<file path="src/rtl/acc_alu_if.sv">
// acc_alu_if: bus bundle between the control side and the acc_alu execution unit.
//   master (control/bench): drives start, opcode, operand, acc_in; observes results
//   slave  (acc_alu)      : observes requests; drives busy, valid_dout, dout, zero, carry
//   start      - request to execute opcode, sampled on rising clk
//   opcode     - 000 ADD, 001 SUB, 010 AND, 011 OR, 100 XOR, 101 SHL, 110 SHR, 111 MUL
//   operand    - B operand (shift amount in [3:0] for SHL/SHR)
//   acc_in     - A operand, from the accumulator
//   busy       - MUL in progress, start ignored
//   valid_dout - one-cycle result strobe toward the accumulator
//   dout       - result
//   zero/carry - flags, updated together with valid_dout
interface acc_alu_if #(
  parameter int WIDTH = 16
);
  logic             start;
  logic [2:0]       opcode;
  logic [WIDTH-1:0] operand;
  logic [WIDTH-1:0] acc_in;
  logic             busy;
  logic             valid_dout;
  logic [WIDTH-1:0] dout;
  logic             zero;
  logic             carry;

  modport master (
    output start, opcode, operand, acc_in,
    input  busy, valid_dout, dout, zero, carry
  );

  modport slave (
    input  start, opcode, operand, acc_in,
    output busy, valid_dout, dout, zero, carry
  );
endinterface

</file>
<file path="src/rtl/acc_alu.sv">
// acc_alu: accumulator execution unit.
//   clk   - system clock, rising edge
//   reset - synchronous active-low reset (0 = reset)
//   bus   - acc_alu_if slave modport (start/opcode/operand/acc_in in,
//           busy/valid_dout/dout/zero/carry out)
// Logic, add/sub and shift ops complete in one cycle; MUL is a WIDTH-step
// shift-add sequencer that holds busy high while it runs.
module acc_alu #(
  parameter int WIDTH = 16
) (
  input  logic      clk,
  input  logic      reset,
  acc_alu_if.slave  bus
);

  localparam int CW = (WIDTH > 1) ? $clog2(WIDTH) : 1;
  localparam logic [CW-1:0] CNT_LAST = CW'(WIDTH - 1);

  localparam logic [2:0] OP_ADD = 3'b000;
  localparam logic [2:0] OP_SUB = 3'b001;
  localparam logic [2:0] OP_AND = 3'b010;
  localparam logic [2:0] OP_OR  = 3'b011;
  localparam logic [2:0] OP_XOR = 3'b100;
  localparam logic [2:0] OP_SHL = 3'b101;
  localparam logic [2:0] OP_SHR = 3'b110;
  localparam logic [2:0] OP_MUL = 3'b111;

  localparam logic [0:0] S_IDLE = 1'b0;
  localparam logic [0:0] S_MUL  = 1'b1;

  // Architectural state
  logic [0:0]         state_q,  state_d;
  logic [CW-1:0]      cnt_q,    cnt_d;
  logic [2*WIDTH-1:0] mcand_q,  mcand_d;
  logic [WIDTH-1:0]   mplier_q, mplier_d;
  logic [2*WIDTH-1:0] prod_q,   prod_d;
  logic [WIDTH-1:0]   dout_q,   dout_d;
  logic               zero_q,   zero_d;
  logic               carry_q,  carry_d;
  logic               valid_q,  valid_d;

  // Single-cycle datapath results
  logic [WIDTH-1:0]   alu_res;
  logic               alu_carry;
  logic [WIDTH:0]     add_ext;
  logic [WIDTH:0]     sub_ext;
  logic [WIDTH:0]     shl_ext;
  logic [WIDTH:0]     shr_ext;
  logic [3:0]         shamt;

  // MUL step result
  logic [2*WIDTH-1:0] prod_sum;

  assign shamt = bus.operand[3:0];

  // Extended-width forms expose the carry/borrow/shift-out bit directly:
  // bit WIDTH of add/sub is carry/borrow, bit WIDTH of the left shift is
  // A[WIDTH-s], bit 0 of the right shift is A[s-1]; s=0 leaves that bit 0.
  always_comb begin
    add_ext = {1'b0, bus.acc_in} + {1'b0, bus.operand};
    sub_ext = {1'b0, bus.acc_in} - {1'b0, bus.operand};
    shl_ext = {1'b0, bus.acc_in} << shamt;
    shr_ext = {bus.acc_in, 1'b0} >> shamt;
  end

  always_comb begin
    alu_res   = '0;
    alu_carry = 1'b0;
    case (bus.opcode)
      OP_ADD: begin
        alu_res   = add_ext[WIDTH-1:0];
        alu_carry = add_ext[WIDTH];
      end
      OP_SUB: begin
        alu_res   = sub_ext[WIDTH-1:0];
        alu_carry = sub_ext[WIDTH];
      end
      OP_AND: alu_res = bus.acc_in & bus.operand;
      OP_OR:  alu_res = bus.acc_in | bus.operand;
      OP_XOR: alu_res = bus.acc_in ^ bus.operand;
      OP_SHL: begin
        alu_res   = shl_ext[WIDTH-1:0];
        alu_carry = shl_ext[WIDTH];
      end
      OP_SHR: begin
        alu_res   = shr_ext[WIDTH:1];
        alu_carry = shr_ext[0];
      end
      default: begin
        alu_res   = '0;
        alu_carry = 1'b0;
      end
    endcase
  end

  // One shift-add step: accumulate the multiplicand when the current
  // multiplier LSB is set.
  always_comb begin
    prod_sum = prod_q;
    if (mplier_q[0]) begin
      prod_sum = prod_q + mcand_q;
    end
  end

  always_comb begin
    state_d  = state_q;
    cnt_d    = cnt_q;
    mcand_d  = mcand_q;
    mplier_d = mplier_q;
    prod_d   = prod_q;
    dout_d   = dout_q;
    zero_d   = zero_q;
    carry_d  = carry_q;
    valid_d  = 1'b0;

    case (state_q)
      S_IDLE: begin
        if (bus.start) begin
          if (bus.opcode == OP_MUL) begin
            // Operands are captured here, so later acc_in/operand
            // changes cannot disturb the multiply in flight.
            state_d  = S_MUL;
            cnt_d    = '0;
            mcand_d  = {{WIDTH{1'b0}}, bus.acc_in};
            mplier_d = bus.operand;
            prod_d   = '0;
          end else begin
            dout_d  = alu_res;
            zero_d  = (alu_res == '0);
            carry_d = alu_carry;
            valid_d = 1'b1;
          end
        end
      end

      S_MUL: begin
        prod_d   = prod_sum;
        mcand_d  = mcand_q << 1;
        mplier_d = mplier_q >> 1;
        cnt_d    = cnt_q + CW'(1);
        if (cnt_q == CNT_LAST) begin
          dout_d  = prod_sum[WIDTH-1:0];
          zero_d  = (prod_sum[WIDTH-1:0] == '0);
          carry_d = |prod_sum[2*WIDTH-1:WIDTH];
          valid_d = 1'b1;
          state_d = S_IDLE;
          cnt_d   = '0;
        end
      end

      default: begin
        state_d = S_IDLE;
        cnt_d   = '0;
      end
    endcase
  end

  always_ff @(posedge clk) begin
    if (!reset) begin
      state_q  <= S_IDLE;
      cnt_q    <= '0;
      mcand_q  <= '0;
      mplier_q <= '0;
      prod_q   <= '0;
      dout_q   <= '0;
      zero_q   <= 1'b0;
      carry_q  <= 1'b0;
      valid_q  <= 1'b0;
    end else begin
      state_q  <= state_d;
      cnt_q    <= cnt_d;
      mcand_q  <= mcand_d;
      mplier_q <= mplier_d;
      prod_q   <= prod_d;
      dout_q   <= dout_d;
      zero_q   <= zero_d;
      carry_q  <= carry_d;
      valid_q  <= valid_d;
    end
  end

  assign bus.busy       = (state_q == S_MUL);
  assign bus.valid_dout = valid_q;
  assign bus.dout       = dout_q;
  assign bus.zero       = zero_q;
  assign bus.carry      = carry_q;

endmodule
</file>
<file path="src/flat_wrapper.sv">
// flat-port wrapper written by rule: the top's interface ports become plain ports
module acc_alu_flat 
#(
  parameter int WIDTH = 16
)
  (clk, reset, bus_start, bus_opcode, bus_operand, bus_acc_in, bus_busy, bus_valid_dout, bus_dout, bus_zero, bus_carry);
  acc_alu_if #(.WIDTH(WIDTH)) bus_i ();
  input  logic clk;
  input  logic reset;
  input wire logic [$bits(bus_i.start)-1:0] bus_start;
  input wire logic [$bits(bus_i.opcode)-1:0] bus_opcode;
  input wire logic [$bits(bus_i.operand)-1:0] bus_operand;
  input wire logic [$bits(bus_i.acc_in)-1:0] bus_acc_in;
  output wire logic [$bits(bus_i.busy)-1:0] bus_busy;
  output wire logic [$bits(bus_i.valid_dout)-1:0] bus_valid_dout;
  output wire logic [$bits(bus_i.dout)-1:0] bus_dout;
  output wire logic [$bits(bus_i.zero)-1:0] bus_zero;
  output wire logic [$bits(bus_i.carry)-1:0] bus_carry;
  assign bus_i.start = bus_start;
  assign bus_i.opcode = bus_opcode;
  assign bus_i.operand = bus_operand;
  assign bus_i.acc_in = bus_acc_in;
  assign bus_busy = bus_i.busy;
  assign bus_valid_dout = bus_i.valid_dout;
  assign bus_dout = bus_i.dout;
  assign bus_zero = bus_i.zero;
  assign bus_carry = bus_i.carry;
  acc_alu #(.WIDTH(WIDTH)) u_core (.clk(clk), .reset(reset), .bus(bus_i));
endmodule
</file>
<file path="config.mk">
export PLATFORM = sky130hd
export DESIGN_NAME = acc_alu_flat
export DESIGN_NICKNAME = d
export VERILOG_FILES = /design/src/rtl/acc_alu_if.sv /design/src/rtl/acc_alu.sv /design/src/flat_wrapper.sv
export SDC_FILE = /design/constraint.sdc
export NUM_CORES = 1
export LEC_CHECK = 0
export CAP_MARGIN = 20
export CORE_MARGIN = 2
export CORE_UTILIZATION = 56
export CTS_CLUSTER_DIAMETER = 200
export CTS_CLUSTER_SIZE = 40
export DETAILED_ROUTE_END_ITERATION = 12
export MAX_ROUTING_LAYER = met4
export PLACE_DENSITY = 0.81
export SYNTH_ARGS = -nofsm -noshare
export SYNTH_HDL_FRONTEND = slang
export SYNTH_SLANG_ARGS = --single-unit
</file>
<file path="constraint.sdc">
create_clock -name clk -period 4.05 [get_ports clk]
set_input_delay 0.6075 -clock clk [delete_from_list [all_inputs] [get_ports clk]]
set_output_delay 0.6075 -clock clk [all_outputs]
set_load 0.02 [all_outputs]
</file>
==> results of run 1 <==
[repair_timing]
| item | CTS | global route |
|---|---|---|
| hold endpoints to repair | 0 | 0 |
| endpoints found under the setup margin | 2 | 4 |
| gates cloned | 0 | 0 |
| buffers inserted | 1 | 1 |
| resized for setup | 15 | 30 |
| pin swaps | 6 | 10 |
[cell families after synthesis]
family | Yosys count
simple gates | 503
compound gates | 421
buf+inv | 165
flops | 104
fa+ha+maj | 87
mux | 59
xor+xnor | 31
[per-layer routing]
metal / share of wire (%) / up-vias
li1: - / 5392
met1: 42 / 5503
met2: 45 / 601
met3: 8.7 / 146
met4: 4.2 / 0
met5: 0 / -
[cell type report]
type,instances,area (um^2)
clock buffer,9,225
clock inverter,7,81.3
fill,1512,4820
inverter,66,254
multi-input combinational,1101,7490
sequential,104,2080
tap,225,282
timing repair buffer,266,2190
[path summary, 6_finish.rpt]
| kind | startpoint | end | depth (start not counted) | slack (ns) |
|---|---|---|---|---|
| min | u_core.bus.dout[9] | u_core.bus.dout[9] | 2 | 0.46 |
| min reg2reg | u_core.bus.dout[9] | u_core.bus.dout[9] | 2 | 0.46 |
| max reg2reg | u_core.prod_q[1] | u_core.bus.zero | 11 | 0.38 |
| max | bus_acc_in[5] | u_core.bus.zero | 14 | 0.09 |
[worst max-delay path, stage by stage]
cell	delay [ns]
clkdlybuf4s50_1	0.48
inv_1	0.09
ha_4	0.26
or3_1	0.40
a21o_1	0.22
nand3_2	0.10
a211oi_2	0.07
buf_4	0.16
o31a_1	0.30
mux2i_1	0.23
xnor2_1	0.11
a221o_1	0.37
or4_1	0.53
o41ai_2	0.29
[Yosys cell counts (all sizes together) (5+ instances only)]
library cell / count / area (um^2)
or3: 5 / 31.3
o211ai: 21 / 158
dfxtp: 104 / 2080
o22ai: 10 / 62.6
a211o: 8 / 70.1
a221o: 5 / 50.1
a31oi: 18 / 113
ha: 84 / 1050
o211a: 7 / 70.1
buf: 26 / 131
a21o: 16 / 120
and2: 10 / 62.6
nand4: 22 / 138
o31ai: 8 / 60.1
a31o: 5 / 43.8
a221oi: 8 / 76.3
nor2b: 9 / 56.3
or4: 5 / 37.5
o21a: 9 / 67.6
a32oi: 5 / 43.8
and3: 16 / 100
xnor2: 21 / 184
a311oi: 25 / 219
nor3: 29 / 145
a21oi: 139 / 696
clkbuf: 73 / 275
o21ai: 68 / 340
nand2b: 18 / 113
a211oi: 23 / 173
nor4: 15 / 93.8
mux2i: 32 / 320
nor3b: 6 / 45.0
nor2: 150 / 563
nand2: 158 / 593
xor2: 10 / 87.6
mux4: 17 / 387
o221ai: 6 / 52.6
inv: 62 / 233
nand3: 49 / 245
mux2: 10 / 113
a21boi: 6 / 45.0
[through the flow]
stage | hold WS (ns) | instances
5_1_grt | 0.486 | 1778
3_3_place_gp | 0.438 | 1760
2_1_floorplan | 0.435 | 1370
3_5_place_dp | 0.450 | 1760
6_report | 0.457 | 1778
4_1_cts | 0.461 | 1777
[sequential cells by signal (all words and copies together) (netlist names), 4 cells and up]
signal,count
u_core.mcand_q,32
u_core.prod_q,32
u_core.bus.dout,16
u_core.mplier_q,16
u_core.cnt_q,4
[power breakdown]
| group | total (mW) | internal [mW] | switching (mW) | leakage (nW) |
|---|---|---|---|---|
| Sequential | 1.09 | 1.06 | 0.0295 | 0.844 |
| Clock | 0.927 | 0.444 | 0.483 | 0.150 |
| Combinational | 1.07 | 0.484 | 0.588 | 4.38 |
| Total | 3.08 | 1.98 | 1.10 | 5.37 |
==> flow_summary_export.csv, run 1 <==
group,metric,value,unit
route,via_per_inst,6.55,
logic_synthesis,synthMuxAreaShare,8.17,%
floorplanning,fp.dieH,138,um
floorplanning,die-area,19000,um^2
clock_network,clockBufferDepth,2,
global_route,track_usage,41.5,%
logic_synthesis,synth_fa_ha_area_share,11.1,%
logic_synthesis,syn_area,10000,um^2
critical_path,cp.arrival,4.23,ns
critical_path,crit_type,"in -> reg",
global_route,grt_use_met1,54.2,%
timing,fin_crit,3.96,ns
power_and_ir_drop,p_per_area,245,nW/um^2
route,ant_nets,0,
global_route,grt_pass1_vias,10700,
floorplanning,core,17400,um^2
timing,rsz0062_at_grt,"false",
route,routed_wl,38100,um
power_and_ir_drop,finalPower,3.08,mW
logic_synthesis,synthXorXnorAreaFrac,2.71,%
logic_synthesis,seq_area_frac_synth,20.8,%
route,vias,11600,
route,dr.pass1.iters,6,
critical_path,worstPathRequired,4.31,ns
floorplanning,die_w,138,um
outcome,outcome,"finished clean",
job,drv_cap,0,
timing,setup_ws,0.0871,ns
place,gp_congestion,1.09,
clock_network,cts_max_level,3,
floorplanning,row_count,48,
clock_network,cts.reportedPaths.clkPinSlew,0.09,ns
power_and_ir_drop,p_leak,5.37,nW
logic_synthesis,ys.flop_type,"dfxtp_1",
critical_path,critPathMaxFanout,4,
place,port_buffers,57,
final_layout,final_common_cell,"buf_4",
final_layout,fin_util,72.3,%
global_route,overflow,0,
timing,max_freq,0.252,GHz
logic_synthesis,synth_fp_nets,1495,
timing,period_share,97.8,%
logic_synthesis,synthSimpleGateAreaFrac,23.0,%
clock_network,holdBufCountCts,0,
timing,setup_tns,0,ns
timing,slew_headroom,39.1,%
global_route,met3_usage,6.73,%
timing,finalMaxSlewViolations,0,
final_layout,syn2layout_area_growth,25.6,%
logic_synthesis,ys.warnings.count,0,
final_layout,antenna_cells,0,
logic_synthesis,synth_top_family_by_area,"compound AO/OA/AOI/OAI gates",
place,post_dp_cell_area,12100,um^2
logic_synthesis,avgSynthCellArea,7.32,um^2
place,dpl_worst_slack,-0.550,ns
final_layout,layout_common_cells,"204 x buf_4, 158 x nand2_1, 150 x nor2_1",
timing,worst_pin_slew,0.913,ns
place,dp_hpwl,29700,um
clock_network,cts_tree,"done",
clock_network,cts_root_buf,"clkbuf_16",
final_layout,stdcell_area,12600,um^2
final_layout,layout-drive-gt1-share,19.3,%
clock_network,clk_latency,0.37,ns
logic_synthesis,synth_edf_count,0,
logic_synthesis,synth_compound_area_share,27.7,%
global_route,grt_pass1_wl,58900,um
logic_synthesis,synth-seq-cells,104,
route,drt-wirelength-per-cell,21.4,um
floorplanning,pin_count,58,
critical_path,cp-start-kind,"primary input",
logic_synthesis,syn_inst,1370,
final_layout,final_net_count,1673,
global_route,grt_max_degree,79,
critical_path,worstSetupEndpointType,"flip-flop",
route,drcViolationCount,0,
global_route,antenna_found_initial,0,
clock_network,cts_made_buffers,9,
floorplanning,initial_utilization,57.6,%
logic_synthesis,async_flop_share,0,%
timing,finalHoldViolCount,0,
global_route,grtUsageMet2,65.1,%
timing,skew,0.0183,ns
timing,final-setup-viol-count,0,
power_and_ir_drop,ir_drop,0.331,mV
route,initialDrtViolationCount,1276,
worst_hold_path,worstHoldPathType,"reg -> reg",
global_route,grt-busiest-layer,"met2",
logic_synthesis,yosys.cell_types.count,75,
clock_network,cts_sinks,104,
No activity file was read; power rests on OpenSTA's default activity.
==> inputs of run 2 (changes only) <==
--- a/config.mk
+++ b/config.mk
@@ -7,10 +7,11 @@
 export LEC_CHECK = 0
 export CAP_MARGIN = 20
 export CORE_MARGIN = 2
-export CORE_UTILIZATION = 56
+export CORE_UTILIZATION = 60
 export CTS_CLUSTER_DIAMETER = 200
 export CTS_CLUSTER_SIZE = 40
 export DETAILED_ROUTE_END_ITERATION = 12
+export DONT_BUFFER_PORTS = 1
 export MAX_ROUTING_LAYER = met4
 export PLACE_DENSITY = 0.81
 export SYNTH_ARGS = -nofsm -noshare
==> flow_summary_export.csv, run 2 (synthesis results as in run 1) <==
group,metric,value,unit
clock_network,cts_setup_buffers,0,
worst_hold_path,worstHoldPathType,"in -> reg",
timing,setup_tns,0,ns
route,drt-wirelength-per-cell,21.6,um
global_route,grtUsageMet2,53.7,%
timing,finalMaxSlewViolations,0,
critical_path,crit_buf_inv,1,
floorplanning,core,16500,um^2
route,via_per_inst,6.88,
final_layout,stdcell_area,10500,um^2
final_layout,num-fill-cells,1518,
final_layout,layout_common_cells,"158 x nand2_1, 150 x nor2_1, 139 x a21oi_1",
global_route,met3_usage,9.55,%
place,gp_congestion,1.07,
route,routed_wl,33300,um
power_and_ir_drop,ir_drop,0.239,mV
worst_hold_path,hold_path_depth,1,
outcome,outcome,"finished clean",
place,port_buffers,0,
critical_path,cp.arrival,4.01,ns
route,dr.pass1.iters,7,
clock_network,clk_latency,0.37,ns
final_layout,fin_util,63.7,%
floorplanning,die-area,17800,um^2
place,dpl_worst_slack,0.0396,ns
global_route,overflow,0,
final_layout,final_cells,1542,
floorplanning,initial_utilization,60.9,%
critical_path,worstSetupEndpointType,"flip-flop",
clock_network,holdBufCountCts,0,
clock_network,cts_sinks,104,
critical_path,crit_type,"in -> reg",
route,ant_nets,0,
global_route,antenna_found_initial,2,
critical_path,cpMostUsedCell,"or4_1",
timing,fin_crit,3.74,ns
final_layout,top_regs,"u_core.mcand_q: 32 flops, u_core.prod_q: 32 flops",
clock_network,cts.reportedPaths.clkPinSlew,0.08,ns
critical_path,r2r_cells,11,
route,initialDrtViolationCount,1354,
critical_path,worstPathCellList,"ha_1 -> inv_1 -> fa_1 -> nor2b_1 -> o2111ai_1 -> a21boi_0 -> o21ai_0 -> and4_1 -> nor4_1 -> nand4_1 -> or4_1 -> or4_1 -> o41ai_2",
critical_path,critPathMaxFanout,48,
timing,rsz0062_at_grt,"false",
route,drcViolationCount,0,
job,drv_cap,0,
final_layout,final_common_cell,"nand2_1",
global_route,grt_max_degree,87,
timing,max_freq,0.267,GHz
global_route,grt-busiest-layer,"met2",
floorplanning,pin_count,58,
timing,setup_ws,0.309,ns
clock_network,cts_max_level,3,
timing,skew,0.00894,ns
route,vias,10600,
timing,period_share,92.4,%
global_route,grt_pass1_vias,9461,
clock_network,cts_root_buf,"clkbuf_16",
clock_network,cts_resized,0,
final_layout,final_net_count,1440,
global_route,grt_use_met1,51.9,%
place,dp_hpwl,24400,um
timing,worst_pin_slew,0.964,ns
global_route,grt_pass1_wl,52000,um
power_and_ir_drop,p_leak,4.28,nW
global_route,track_usage,38.0,%
timing,slew_headroom,35.5,%
critical_path,worstPathRequired,4.32,ns
critical_path,critPathSlowestCell,"nor4_1",
place,post_dp_cell_area,10200,um^2
final_layout,syn2layout_area_growth,4.58,%
place,placed_cells,1524,
power_and_ir_drop,p_per_area,262,nW/um^2
clock_network,clockBufferDepth,2,
critical_path,cp-start-kind,"primary input",
timing,final-setup-viol-count,0,
clock_network,cts_tree,"done",
critical_path,critPathTopFamily,"simple AND/OR/NAND/NOR gates",
critical_path,cpPeakStageDelay,0.46,ns
floorplanning,row_count,47,
floorplanning,fp.dieH,133,um
critical_path,cp.depth,13,
final_layout,layout-drive-gt1-share,7.05,%
timing,finalHoldViolCount,0,
floorplanning,die_w,133,um
clock_network,cts_made_buffers,9,
[run 2: cell types whose count changed in the layout (fill, tap and decap cells not counted), moves of 4 or more]
cell	before	now
buf_4	204	33
buf_12	4	0
ha_1	76	84
nor4_1	11	15
ha_2	4	0
clkdlybuf4s50_1	53	0
ha_4	4	0
[run 2: layout make-up]
cell class,instances,area [um^2],share of cell area (%)
Multi-Input combinational cell,1101,7310,69.6
Sequential cell,104,2080,19.9
Tap cell,220,275,2.62
Inverter,66,249,2.37
Timing Repair Buffer,33,248,2.36
Clock buffer,10,239,2.28
Clock inverter,6,85.1,0.811
Antenna cell,2,5.00,0.0477
[run 2: worst reg2reg max path, stage by stage, from the launching register on]
cell and delay [ns]:
dfxtp_1 0.41, ha_1 0.27, a211oi_1 0.39, o211ai_1 0.25, a41oi_1 0.47, o21ai_0 0.24, xor2_1 0.19, mux2i_1 0.39
nand3_1 0.15, or4_1 0.45, o21a_1 0.21, o41ai_2 0.05
[run 2: stage by stage]
stage | hold WS [ns] | power (mW)
CTS | 0.358 | 2.73
floorplan | 0.435 | 1.61
global placement | 0.449 | 1.76
global route | 0.363 | 2.84
finish | 0.363 | 2.75
detailed placement | 0.459 | 1.77
[run 2: worst paths after layout]
path | to | slack [ns] | startpoint
max | u_core.bus.zero | 0.31 | bus_operand[0]
min | u_core.prod_q[28] | 0.36 | reset
max reg2reg | u_core.bus.zero | 0.50 | u_core.mcand_q[1]
min reg2reg | u_core.mplier_q[15] | 0.47 | u_core.mplier_q[15]
[run 2: report_power, final]
| part | total, mW | internal [mW] | switching [mW] | leakage [nW] |
|---|---|---|---|---|
| logic | 0.666 | 0.258 | 0.408 | 3.28 |
| registers | 1.11 | 1.06 | 0.0520 | 0.844 |
| clock network | 0.977 | 0.514 | 0.463 | 0.156 |
| total | 2.75 | 1.83 | 0.923 | 4.28 |
[run 2: routing by layer]
layer | wire, um | up-vias
li1 | - | 4914
met1 | 14000 | 4906
met2 | 13800 | 665
met3 | 4170 | 117
met4 | 1350 | 0
met5 | 0 | -
